<file path="config.mk">
export PLATFORM = sky130hd
export DESIGN_NAME = puf_majority_sampler
export DESIGN_NICKNAME = d
export VERILOG_FILES = /design/src/rtl/puf_majority_sampler.sv
export SDC_FILE = /design/constraint.sdc
export NUM_CORES = 1
export LEC_CHECK = 0
export CORE_UTILIZATION = 41
export DETAILED_ROUTE_END_ITERATION = 6
export PLACE_DENSITY = 0.69
export SETUP_SLACK_MARGIN = 0.5
export SYNTH_ARGS = -nofsm -noshare
export SYNTH_HDL_FRONTEND = slang
export SYNTH_SLANG_ARGS = --single-unit
</file>
<file path="constraint.sdc">
create_clock -name CLK -period 2.2 [get_ports CLK]
set_input_delay 0.44 -clock CLK [delete_from_list [all_inputs] [get_ports CLK]]
set_output_delay 0.44 -clock CLK [all_outputs]
set_load 0.01 [all_outputs]
</file>
<file path="src/rtl/puf_majority_sampler.sv">
// Challenge/settle/sample controller for arbiter PUF banks with a per-channel majority vote.
// Optional macro PUF_STABILITY_EN adds the per-channel unanimity flags on `stable`.
module puf_majority_sampler #(
  parameter int N_CH       = 4,
  parameter int CH_W       = 4,
  parameter int N_SAMP     = 7,
  parameter int SETTLE_CYC = 8,
  parameter int SAMP_GAP   = 4,
  parameter int AUTO       = 1,
  parameter int PERIOD     = 50000000
) (
  input  logic                   CLK,
  input  logic                   RST_N,
  input  logic [N_CH*CH_W-1:0]   SW,
  input  logic                   start,
  input  logic [N_CH-1:0]        raw_resp,
  output logic [N_CH*CH_W-1:0]   chal_out,
  output logic                   busy,
  output logic                   valid,
  output logic [N_CH-1:0]        resp,
  output logic [N_CH-1:0]        stable
);

  localparam int OW   = $clog2(N_SAMP + 1);
  localparam int PW   = $clog2(PERIOD);
  localparam int CMAX = (SETTLE_CYC > SAMP_GAP) ? SETTLE_CYC : SAMP_GAP;
  localparam int CW   = $clog2(CMAX);

  localparam logic [PW-1:0] PER_LAST    = PW'(PERIOD - 1);
  localparam logic [CW-1:0] SETTLE_LAST = CW'(SETTLE_CYC - 1);
  localparam logic [CW-1:0] GAP_LAST    = CW'(SAMP_GAP - 1);
  localparam logic [OW-1:0] SAMP_LAST   = OW'(N_SAMP - 1);
  localparam logic [OW-1:0] HALF        = OW'(N_SAMP / 2);
  localparam logic          AUTO_EN     = (AUTO != 0);

  typedef enum logic [1:0] {
    IDLE   = 2'd0,
    SETTLE = 2'd1,
    SAMPLE = 2'd2,
    DONE   = 2'd3
  } state_t;

  state_t                    state_q, state_d;
  logic [CW-1:0]             cnt_q, cnt_d;
  logic [OW-1:0]             samp_q, samp_d;
  logic [N_CH-1:0][OW-1:0]   ones_q, ones_d;
  logic [PW-1:0]             period_q;
  logic [N_CH-1:0]           sync1_q, sync2_q;
  logic [N_CH*CH_W-1:0]      chal_q;
  logic [N_CH-1:0]           resp_q, vote_d;
  logic                      valid_q;
  logic                      tick, trigger, load_chal, publish;

  assign tick    = (period_q == PER_LAST);
  assign trigger = start | (AUTO_EN & tick);

  always_ff @(posedge CLK or negedge RST_N) begin
    if (!RST_N) begin
      period_q <= '0;
      sync1_q  <= '0;
      sync2_q  <= '0;
    end else begin
      period_q <= tick ? '0 : period_q + PW'(1);
      sync1_q  <= raw_resp;
      sync2_q  <= sync1_q;
    end
  end

  // publish fires on the edge of the last sample so valid/resp appear during DONE
  always_comb begin
    state_d   = state_q;
    cnt_d     = cnt_q;
    samp_d    = samp_q;
    ones_d    = ones_q;
    load_chal = 1'b0;
    publish   = 1'b0;
    case (state_q)
      IDLE: begin
        if (trigger) begin
          load_chal = 1'b1;
          ones_d    = '0;
          cnt_d     = '0;
          samp_d    = '0;
          state_d   = SETTLE;
        end
      end
      SETTLE: begin
        if (cnt_q == SETTLE_LAST) begin
          cnt_d   = '0;
          state_d = SAMPLE;
        end else begin
          cnt_d = cnt_q + CW'(1);
        end
      end
      SAMPLE: begin
        if (cnt_q == GAP_LAST) begin
          cnt_d = '0;
          for (int i = 0; i < N_CH; i++) begin
            ones_d[i] = ones_q[i] + OW'(sync2_q[i]);
          end
          if (samp_q == SAMP_LAST) begin
            publish = 1'b1;
            state_d = DONE;
          end else begin
            samp_d = samp_q + OW'(1);
          end
        end else begin
          cnt_d = cnt_q + CW'(1);
        end
      end
      DONE: begin
        state_d = IDLE;
      end
      default: begin
        state_d = IDLE;
      end
    endcase
  end

  always_comb begin
    vote_d = '0;
    for (int i = 0; i < N_CH; i++) begin
      vote_d[i] = (ones_d[i] > HALF);
    end
  end

  always_ff @(posedge CLK or negedge RST_N) begin
    if (!RST_N) begin
      state_q <= IDLE;
      cnt_q   <= '0;
      samp_q  <= '0;
      ones_q  <= '0;
      chal_q  <= '0;
      resp_q  <= '0;
      valid_q <= 1'b0;
    end else begin
      state_q <= state_d;
      cnt_q   <= cnt_d;
      samp_q  <= samp_d;
      ones_q  <= ones_d;
      valid_q <= publish;
      if (load_chal) chal_q <= SW;
      if (publish)   resp_q <= vote_d;
    end
  end

`ifdef PUF_STABILITY_EN
  localparam logic [OW-1:0] ALL = OW'(N_SAMP);
  logic [N_CH-1:0] unan_d, stable_q;

  always_comb begin
    unan_d = '0;
    for (int i = 0; i < N_CH; i++) begin
      unan_d[i] = (ones_d[i] == '0) || (ones_d[i] == ALL);
    end
  end

  always_ff @(posedge CLK or negedge RST_N) begin
    if (!RST_N)       stable_q <= '0;
    else if (publish) stable_q <= unan_d;
  end

  assign stable = stable_q;
`else
  assign stable = '0;
`endif

  assign chal_out = chal_q;
  assign busy     = (state_q != IDLE);
  assign valid    = valid_q;
  assign resp     = resp_q;

endmodule

</file>
==> impl_metrics.csv <==
group,metric,value,unit
critical_path,crit_fanout,4,
synth,synthTopCellsByCount,"75 x dfrtp_1, 25 x nand2_1, 21 x nor2_1, 18 x ha_1",
die,io_pins,49,
clock_tree,path_clk_slew,0.08,ns
timing,max_freq,0.507,GHz
worst_hold_path,whs_path_depth,0,
die,placementRows,33,
synth,synth.area.top_cells,"dfrtp_1 53%, ha_1 6.4%, mux2_4 4.3%",
clock_tree,htreeDepth,3,
routing,antenna_left,0,
clock_tree,clk_latency,0.35,ns
global_routing,grt_pass1_vias,2465,
routing,avgViaCountPerCell,5.14,
die,die_y,94.5,um
synth,syn_area,0.00351,mm^2
timing,skew,0.0104,ns
finish,areaGrowthSynthToFinish,31.3,%
synth,yosysWarnings,0,
routing,m1WireLength,3110,um
run_status,outcome,"finished, final reports clean",
placement,port-buffer-count,44,
critical_path,timing.rr.start,"period_q[1]",
routing,wl_met3,252,um
power,powerDensity,1010,mW/mm^2
routing,drt_iter0_drc,95,
timing,fin_crit,1.97,ns
clock_tree,cts-root-buf,"clkbuf_8",
synth,synth_top_area_share,53.5,%
critical_path,worstSetupPathType,"flop to flop",
die,die_w,94.5,um
synth,synthFlopType,"dfrtp_1",
finish,layout.nets,412,
routing,dr.max_layer_used,"met4",
global_routing,grt_max_degree,51,
critical_path,cp_num_buf_inv,1,
synth,async_flop_share,100,%
global_routing,grt_overflow,0,
synth,yosys.area.top_type,"dfrtp_1",
critical_path,arrival,2.21,ns
critical_path,cp_num_cells,7,
die,die-area,0.00893,mm^2
timing,setup_viol,0,
routing,drt_wl_total,6810,um
global_routing,grt_pass1_wl,11600,um
critical_path,cp-start-kind,"flop",
routing,drc,0,
critical_path,crit_chain,"ha_4 > nand3_4 > nor4_4 > a211oi_2 > buf_4 > nor3b_4 > mux2_4",
critical_path,crit_family,"simple AND/OR/NAND/NOR gates",
timing,final_max_slew_viol_count,0,
routing,drt-pass1-iter-count,4,
timing,final.setup.tns,0,ns
critical_path,slowest_delay,0.40,ns
routing,dr_total_vias,2472,
clock_tree,clockBufferDepth,2,
flow_run,cap_viol_max_count,0,
clock_tree,cts_tree,"built",
worst_hold_path,hp-start,"sync1_q[3]",
worst_hold_path,hold_class,"flop to flop",
synth,yosys_register_bits,75,
synth,syn_inst,303,
routing,dr_wl_met2,3230,um
power,finalPower,4.63,mW
global_routing,antenna_found_initial,0,
critical_path,worstPathRequired,2.44,ns
synth,yosysSeqAreaShare,53.5,%
critical_path,r2r-end,"state_q[1]",
timing,rsz0062_at_grt,"true",
worst_hold_path,min_to,"sync2_q[3]",
die,start_util,42.5,%
timing,hold_viol,0,
placement,post-dp-hpwl,4420,um
clock_tree,cts.sink_count,75,
critical_path,cpMaxStageDelayCell,"dfrtp_1",
routing,wire_per_inst,14.2,um
die,core,0.00826,mm^2
power,p_leak,2.23,nW
finish,diodes,0,
synth,ys_types,46,
placement,gp_congestion,0.782,
global_routing,track_usage,16.9,%
clock_tree,cts_made_buffers,9,
timing,timing.final.crit_share,89.6,%
critical_path,reg2reg_depth,7,
finish,drive_gt1_share,24.5,%
synth,synth_edf_count,0,
synth,yosysMostFrequentCell,"dfrtp_1",
power,vdd_ir_drop_max,0.619,mV
critical_path,worstSetupEndpointType,"flop",
critical_path,reg2reg_setup_slack,0.23,ns
synth,syn_avg_cell_area,11.6,um^2
==> cells by family after synthesis <==
| logic type | after synthesis | synth area share (%) |
|---|---|---|
| simple gates | 95 | 14.2 |
| mux | 17 | 6.52 |
| buf+inv | 29 | 4.03 |
| xor+xnor | 22 | 5.49 |
| other cells | 1 | 0.107 |
| flops | 75 | 53.5 |
| fa+ha+maj | 18 | 6.42 |
| compound gates | 46 | 9.73 |
==> sequential cells by signal, indices dropped and copies added (netlist names), named ones only <==
name,cells
period_q,26
cnt_q,3
chal_out,16
samp_q,3
resp,4
sync1_q,4
valid,1
ones_q,10
state_q,2
sync2_q,4
==> cell usage in the layout (no fill, tap or decap), types with 6 or more instances in the layout <==
master	instances
a21oi_1	8
a22o_1	8
buf_4	20
clkbuf_8	10
clkdlybuf4s50_1	22
dfrtp_1	75
dlygate4sd2_1	19
ha_1	15
inv_1	11
mux2_2	6
mux2_4	11
nand2_1	18
nand3_1	9
nand4_1	6
nor2_1	20
xnor2_1	14
xor2_1	8
==> worst max path at each step <==
stage / slack [ns] / start / end
final: 0.23 / period_q[1] / state_q[1]
after floorplan: 0.35 / period_q[12] / chal_out[10]
after global placement: 0.25 / start / flop
after detailed placement: 0.22 / start / state_q[1]
after CTS: 0.27 / period_q[0] / state_q[1]
after global routing: 0.17 / period_q[1] / state_q[1]
==> per-layer routing <==
metal	vias up	global-route usage, %
met5	-	0
met4	0	9.85
met3	18	2.74
met2	62	26.0
met1	1199	22.5
li1	1193	-
==> timing repair <==
action                                  in CTS  in global routing
resized for setup                           33                 32
buffers inserted                            11                  4
pin swaps                                    7                 11
hold endpoints to repair                    18                  0
hold buffers                                 1                  0
endpoints found under the setup margin      70                 56
==> power breakdown <==
group / internal (mW) / leakage, nW / total [mW] / switching [mW]
clock network: 0.564 / 0.103 / 1.11 / 0.542
logic: 0.899 / 1.16 / 1.67 / 0.772
registers: 1.65 / 0.973 / 1.85 / 0.204
==> stage by stage <==
stage	instance area, um^2	cells	hold WS [ns]	util, %	setup WS [ns]
floorplan	3560	306	0.144	-	0.352
global placement	4130	449	0.332	50.0	0.250
detailed placement	4130	449	0.337	50.0	0.221
CTS	4460	477	0.358	54.0	0.272
global route	4610	481	0.364	55.8	0.169
finish	4610	481	0.354	55.8	0.228
==> cell type report <==
type                            count  area [um^2]
Clock inverter                      6         72.6
Timing Repair Buffer               69          647
Clock buffer                       10          138
Tap cell                          105          131
Sequential cell                    75         1880
Multi-Input combinational cell    202         1690
Fill cell                         686         3650
Inverter                           14         52.6
No activity file was read; power rests on OpenSTA's default activity.
